$ cat src/rtl/puc_reset_sequencer_pkg.sv
`default_nettype none
// ============================================================================
// Module      : puc_reset_sequencer_pkg
// Description : Shared types and constants for the PUC reset sequencer and
//               the access monitors that feed it.
// Revision    : 1.0 - initial release
// ============================================================================
package puc_reset_sequencer_pkg;

    // Width of the violation counter
    localparam int CNT_W = 8;

    // Reset vector address the core fetches after PUC release
    localparam logic [15:0] C_RESET_HANDLER = 16'hFFFE;

    // Sequencer states; LOCKED is reachable only with the lockout build
    typedef enum logic [1:0] {
        ST_IDLE     = 2'd0,
        ST_HOLD     = 2'd1,
        ST_WAIT_VEC = 2'd2,
        ST_LOCKED   = 2'd3
    } seq_state_t;

    // Saturating increment: sticks at all-ones instead of wrapping
    function automatic logic [CNT_W-1:0] sat_inc(input logic [CNT_W-1:0] v);
        return (v == '1) ? v : v + CNT_W'(1);
    endfunction

endpackage : puc_reset_sequencer_pkg
`default_nettype wire

$ cat src/rtl/puc_reset_sequencer_timer.sv
`default_nettype none
// ============================================================================
// Module      : rst_seq_timer
// Description : 16-bit loadable down-counter with zero flag. Shared by the
//               PUC hold window and the reset-vector wait window.
// Revision    : 1.0 - initial release
// ============================================================================
module rst_seq_timer (
    input  logic        clk,
    input  logic        reset_n,
    input  logic        load,
    input  logic [15:0] load_val,
    input  logic        en,
    output logic        zero
);

    logic [15:0] r_count;

    // Load has priority over counting; counting stops at zero
    always_ff @(posedge clk or negedge reset_n) begin
        if (!reset_n) begin
            r_count <= 16'd0;
        end else if (load) begin
            r_count <= load_val;
        end else if (en && (r_count != 16'd0)) begin
            r_count <= r_count - 16'd1;
        end
    end

    assign zero = (r_count == 16'd0);

endmodule : rst_seq_timer
`default_nettype wire

$ cat src/rtl/puc_reset_sequencer.sv
`default_nettype none
// ============================================================================
// Module      : puc_reset_sequencer
// Description : Collects monitor violation requests, holds the CPU PUC for a
//               fixed window, then waits for the core to reach the reset
//               vector. Records the firing monitors and a saturating count.
//               Optional macro RST_SEQ_LOCKOUT_EN: latch PUC permanently once
//               the violation count reaches LOCK_THRESH.
// Revision    : 1.0 - initial release
// ============================================================================
module puc_reset_sequencer
    import puc_reset_sequencer_pkg::*;
#(
    parameter int          NUM_SRC       = 4,
    parameter logic [15:0] HOLD_CYCLES   = 16'd8,
    parameter logic [15:0] WAIT_MAX      = 16'd32,
    parameter logic [15:0] RESET_HANDLER = C_RESET_HANDLER,
    parameter logic [7:0]  LOCK_THRESH   = 8'd4
) (
    input  logic               clk,
    input  logic               reset_n,
    input  logic [NUM_SRC-1:0] viol_req,
    input  logic [15:0]        pc,
    input  logic               cause_clr,
    output logic               puc_rst,
    output logic               viol_ack,
    output logic [NUM_SRC-1:0] cause,
    output logic [CNT_W-1:0]   viol_cnt,
    output logic               busy
);

    seq_state_t         r_state;
    logic               r_puc_rst;
    logic               r_viol_ack;
    logic [NUM_SRC-1:0] r_cause;
    logic [CNT_W-1:0]   r_viol_cnt;

    logic               w_req_any;
    logic               w_at_vector;
    logic [CNT_W-1:0]   w_cnt_inc;
    seq_state_t         w_seq_state;
    logic               w_tmr_load;
    logic [15:0]        w_tmr_load_val;
    logic               w_tmr_en;
    logic               w_tmr_zero;

    assign w_req_any   = |viol_req;
    assign w_at_vector = (pc == RESET_HANDLER);
    assign w_cnt_inc   = sat_inc(r_viol_cnt);

`ifdef RST_SEQ_LOCKOUT_EN
    // A new sequence that reaches the threshold locks instead of holding
    assign w_seq_state = (w_cnt_inc >= LOCK_THRESH) ? ST_LOCKED : ST_HOLD;
`else
    logic w_unused_lock_thresh;
    assign w_unused_lock_thresh = ^LOCK_THRESH;
    assign w_seq_state          = ST_HOLD;
`endif

    // Timer control: reload on every window start, count down inside a window
    always_comb begin
        w_tmr_load     = 1'b0;
        w_tmr_load_val = HOLD_CYCLES - 16'd1;
        w_tmr_en       = 1'b0;
        case (r_state)
            ST_IDLE: begin
                w_tmr_load = w_req_any;
            end
            ST_HOLD: begin
                if (w_tmr_zero) begin
                    w_tmr_load     = 1'b1;
                    w_tmr_load_val = WAIT_MAX - 16'd1;
                end else begin
                    w_tmr_en = 1'b1;
                end
            end
            ST_WAIT_VEC: begin
                if (w_at_vector && !w_req_any) begin
                    w_tmr_load = 1'b0;
                end else if (w_req_any || w_tmr_zero) begin
                    w_tmr_load = 1'b1;
                end else begin
                    w_tmr_en = 1'b1;
                end
            end
            default: begin
                w_tmr_load = 1'b0;
            end
        endcase
    end

    rst_seq_timer u_timer (
        .clk      (clk),
        .reset_n  (reset_n),
        .load     (w_tmr_load),
        .load_val (w_tmr_load_val),
        .en       (w_tmr_en),
        .zero     (w_tmr_zero)
    );

    // Sequencer FSM with registered PUC, ack, cause and count
    always_ff @(posedge clk or negedge reset_n) begin
        if (!reset_n) begin
            r_state    <= ST_IDLE;
            r_puc_rst  <= 1'b0;
            r_viol_ack <= 1'b0;
            r_cause    <= '0;
            r_viol_cnt <= '0;
        end else begin
            r_viol_ack <= 1'b0;
            case (r_state)
                ST_IDLE: begin
                    // A live request beats a simultaneous clear
                    if (w_req_any) begin
                        r_cause    <= r_cause | viol_req;
                        r_viol_cnt <= w_cnt_inc;
                        r_state    <= w_seq_state;
                        r_puc_rst  <= 1'b1;
                    end else if (cause_clr) begin
                        r_cause <= '0;
                    end
                end
                ST_HOLD: begin
                    r_cause <= r_cause | viol_req;
                    if (w_tmr_zero) begin
                        r_state   <= ST_WAIT_VEC;
                        r_puc_rst <= 1'b0;
                    end
                end
                ST_WAIT_VEC: begin
                    if (w_at_vector && !w_req_any) begin
                        r_state    <= ST_IDLE;
                        r_viol_ack <= 1'b1;
                    end else if (w_req_any || w_tmr_zero) begin
                        // On timeout viol_req is zero, so cause is unchanged
                        r_cause    <= r_cause | viol_req;
                        r_viol_cnt <= w_cnt_inc;
                        r_state    <= w_seq_state;
                        r_puc_rst  <= 1'b1;
                    end
                end
`ifdef RST_SEQ_LOCKOUT_EN
                ST_LOCKED: begin
                    r_puc_rst <= 1'b1;
                end
`endif
                default: begin
                    r_state   <= ST_IDLE;
                    r_puc_rst <= 1'b0;
                end
            endcase
        end
    end

    assign puc_rst  = r_puc_rst;
    assign viol_ack = r_viol_ack;
    assign cause    = r_cause;
    assign viol_cnt = r_viol_cnt;
    assign busy     = (r_state != ST_IDLE);

endmodule : puc_reset_sequencer
`default_nettype wire

$ cat config.mk
export PLATFORM = sky130hd
export DESIGN_NAME = puc_reset_sequencer
export DESIGN_NICKNAME = d
export VERILOG_FILES = /design/src/rtl/puc_reset_sequencer_pkg.sv /design/src/rtl/puc_reset_sequencer_timer.sv /design/src/rtl/puc_reset_sequencer.sv
export SDC_FILE = /design/constraint.sdc
export NUM_CORES = 1
export LEC_CHECK = 0
export ABC_AREA = 1
export CORE_UTILIZATION = 45
export CTS_CLUSTER_SIZE = 24
export DETAILED_ROUTE_END_ITERATION = 8
export PLACE_DENSITY_LB_ADDON = 0.1
export RECOVER_POWER = 50
export SLEW_MARGIN = 25
export SYNTH_ARGS = -nofsm -noshare
export SYNTH_HDL_FRONTEND = slang
export SYNTH_HIERARCHICAL = 1
export SYNTH_SLANG_ARGS = --single-unit
$ cat constraint.sdc
create_clock -name clk -period 2.6 [get_ports clk]
set_input_delay 0.52 -clock clk [delete_from_list [all_inputs] [get_ports clk]]
set_output_delay 0.52 -clock clk [all_outputs]
set_load 0.01 [all_outputs]
==> impl_metrics.yaml <==
synthesis:
  yosys_warnings: 6
  synth_common_cells: "sky130_fd_sc_hd__nand2_1, sky130_fd_sc_hd__nor2_1, sky130_fd_sc_hd__nand3_1"
  synth.ff_latch_count: 32
  synth_edf_count: 0
  primary_ff_master_synth: "sky130_fd_sc_hd__dfrtp_1"
  synth.area.top_cells: "sky130_fd_sc_hd__dfrtp_1, sky130_fd_sc_hd__nand2_1, sky130_fd_sc_hd__nand3_1"
  synth_compound_gate_area_share_pct: 6.28
  synthSimpleGateAreaFrac_pct: 44.6
  proportion_of_synthesized_flip_flops_having_asynchronous_set_or_reset_pct: 100
  synth-adder-area-share_pct: 3.70
  synth_area_leader_cell: "sky130_fd_sc_hd__dfrtp_1"
  post-synth-top-count-cell: "sky130_fd_sc_hd__nand2_1"
  syn-mean-instance-area_um2: 7.07
  netlist_area_mm2: 0.00237
  synth.top_cell.area_share_pct: 33.8
  synth.yosys.seq_area_share_pct: 33.8
  postSynthCellCount: 335
  synthXorXnorAreaFrac_pct: 4.44
  ys_types: 33
  synthMuxAreaShare_pct: 0
  synth_top_family_by_area: "simple AND/OR/NAND/NOR gates"
timing:
  min_period_over_period_pct: 96.2
  worst_clock_skew_ns: 0.00699
  report.final.setup_viol: 0
  grt_setup_unrepaired: "yes"
  worst_slew_margin_rel_pct: 43.4
  final_period_minus_worst_setup_slack_ns: 2.50
  timing.final.ws_setup_ns: 0.0996
  report.final.slew_viol_count: 0
  max_clock_freq_mhz: 400
  worstMarginPinSlew_ns: 0.849
  finalHoldViolations: 0
power_and_ir_drop:
  worst_ir_drop_vdd_uv: 532
  p_seq_share_pct: 26.0
  total_switching_power_w: 0.00179
  cellLeakagePower_nw: 1.52
  power_density_mw_per_mm2: 1210
  combinationalPowerShare_pct: 61.4
  clockPowerShare_pct: 12.6
  power_report.internal_total_w: 0.00201
  power.share.switching_pct: 47.2
critical_path:
  rrSetupSlack_ns: 0.1
  critPathArrivalTime_ns: 2.68
  start_kind: "register"
  cp-end-kind: "register"
  critical_path_peak_fanout: 6
  timing.critical_path.required_ns: 2.78
  timing.setup.critical_path_class: "reg -> reg"
floorplanning:
  pin_count: 38
  placement_rows: 26
  die_x_um: 74.6
  design.core.area_mm2: 0.00507
  die_height_um: 74.6
  die_area_mm2: 0.00556
  floorplan.initialDensity_pct: 46.7
cts:
  clock_tree.buffer_depth: 2
  root_cell_of_the_clock_tree: "sky130_fd_sc_hd__clkbuf_8"
  insertion_delay_ns: 0.28
  cts_num_sinks: 32
  cts-buffers-inserted: 5
  cts_tree: "built"
  clk_pin_slew_worst_paths_ns: 0.07
  clock_tree.htree_level_count: 2
layout:
  instances_no_fill: 475
  seqCellArea_um2: 801
  area_occupied_by_multi_input_gates_mm2: 0.00151
  synthToLayoutAreaGrowth_pct: 32.9
  drive_above_1_share_pct: 21.5
  post_layout_net_count: 434
  antenna-diode-count: 0
  num-fill-cells: 492
place:
  portBuffers: 37
  preCtsSetupSlack_ns: -0.0318
  dpl.hpwl_um: 4020
  placedCellCount: 460
  gpl.final_weighted_congestion: 0.858
drt:
  drt.antenna.violating_nets: 0
  detail_route.drc_violations: 0
  totalWireLength_um: 5310
  avgRoutedWirePerCell_um: 11.2
  vias: 2246
  drt_first_pass_iters: 4
  route.detailed.vias_per_inst: 4.73
  detailedRoute.firstIterationViolations: 132
status:
  status: "finished clean"
grt:
  antenna_found_initial: 0
  grt_pass1_vias: 2099
  groute.usage.overall_pct: 20.9
  grt_overflow_total: 0
  grt_start_max_net_pins: 33
  grt_pass1_wl_um: 8910
worst_hold_path:
  timing.hold.worst.class: "reg -> reg"
run:
  drv.max_cap_violation_count: 0
==> stage by stage <==
step                util [%]  total power, W  TNS (ns)  cell area, µm²  hold slack [ns]
finish                  62.1         0.00380         0            3150            0.511
global route            62.1         0.00416     -1.02            3150            0.535
CTS                     61.2         0.00376         0            3110            0.516
detailed placement      58.5         0.00320   -0.0341            2970            0.497
global placement        58.5         0.00315         0            2970            0.492
floorplan                  -         0.00258         0            2470            0.224
==> final timing paths <==
| path | start | endpoint | depth (start not counted) |
|---|---|---|---|
| max | u_timer/r_count[1] | u_timer/r_count[13] | 17 |
| min | cause[2] | cause[2] | 2 |
| max reg2reg | u_timer/r_count[1] | u_timer/r_count[13] | 17 |
| min reg2reg | cause[2] | cause[2] | 2 |
| max in group asynchronous | reset_n | r_state[1] | 2 |
| min in group asynchronous | reset_n | u_timer/r_count[9] | 2 |
==> power by group through the flow <==
stage | sequential (W) | clock, W | combinational [W]
2_1_floorplan | 0.000968 | 0 | 0.00161
3_3_place_gp | 0.000988 | 0 | 0.00217
3_5_place_dp | 0.000991 | 0 | 0.00221
4_1_cts | 0.000986 | 0.000493 | 0.00228
5_1_grt | 0.00102 | 0.000510 | 0.00262
6_report | 0.000987 | 0.000481 | 0.00234
==> cell families (layout without fill, tap and decap cells) <==
| group | count (synthesis) | in the layout |
|---|---|---|
| simple gates | 221 | 221 |
| buf+inv | 39 | 97 |
| flops | 32 | 32 |
| fa+ha+maj | 7 | 7 |
| other cells | 2 | 14 |
| compound gates | 22 | 22 |
| xor+xnor | 12 | 12 |
==> timing repair <==
action                                 in CTS  in global routing
setup endpoints to repair                   7                 16
endpoints found under the hold margin       0                  0
gates cloned                                1                  0
gates resized for setup                     2                  5
setup buffers                               2                  4
hold buffers                                0                  0
pin swaps                                   2                  5
==> placed cells by master (no fill, tap or decap), drive strengths merged <==
cell	n
nor3	1
conb	14
clkinv	1
a211oi	1
nand2	122
a21oi	12
nand3	39
or2	4
xor2	10
clkbuf	6
buf	16
dfrtp	32
o21ai	8
dlygate4sd3	1
clkdlybuf4s50	36
nor2	51
nor4	1
ha	7
bufinv	1
nand3b	1
inv	34
clkinvlp	2
nor3b	1
o21bai	1
nand4	1
xnor2	2
==> worst max-delay path: stages (launching register included) <==
cell and delay [ns]:
sky130_fd_sc_hd__dfrtp_1 0.39, sky130_fd_sc_hd__inv_2 0.08, sky130_fd_sc_hd__ha_4 0.13, sky130_fd_sc_hd__inv_2 0.04
sky130_fd_sc_hd__nor2_4 0.10, sky130_fd_sc_hd__nand3_2 0.10, sky130_fd_sc_hd__nor2_4 0.12, sky130_fd_sc_hd__nand2_2 0.08
sky130_fd_sc_hd__nor4_4 0.29, sky130_fd_sc_hd__nand2_1 0.10, sky130_fd_sc_hd__inv_2 0.08, sky130_fd_sc_hd__a21oi_2 0.04
sky130_fd_sc_hd__a211oi_4 0.20, sky130_fd_sc_hd__buf_4 0.16, sky130_fd_sc_hd__inv_4 0.05, sky130_fd_sc_hd__or2_2 0.28
sky130_fd_sc_hd__nand2_2 0.08, sky130_fd_sc_hd__a21oi_1 0.06
==> per-layer routing <==
metal / global-route usage, % / vias up / routed length (µm)
li1: - / 1172 / -
met1: 24.5 / 1031 / 2360
met3: 3.79 / 4 / 173
met2: 39.2 / 39 / 2730
met5: 0 / - / 0
met4: 4.61 / 0 / 50
==> area by class of cell <==
class / instances / area share [%]
sequential: 32 / 25.4
tap: 70 / 2.78
multi-input combinational: 276 / 48.1
inverter: 34 / 4.13
timing repair buffer: 54 / 15.8
clock inverter: 3 / 1.35
timing repair inverter: 1 / 0.238
clock buffer: 5 / 2.18
==> sequential cells by signal, indices dropped and copies added, names as in the netlist <==
register / count
r_state: 2
viol_cnt: 8
viol_ack: 1
puc_rst: 1
cause: 4
u_timer/r_count: 16
No activity file was read; power rests on OpenSTA's default activity.
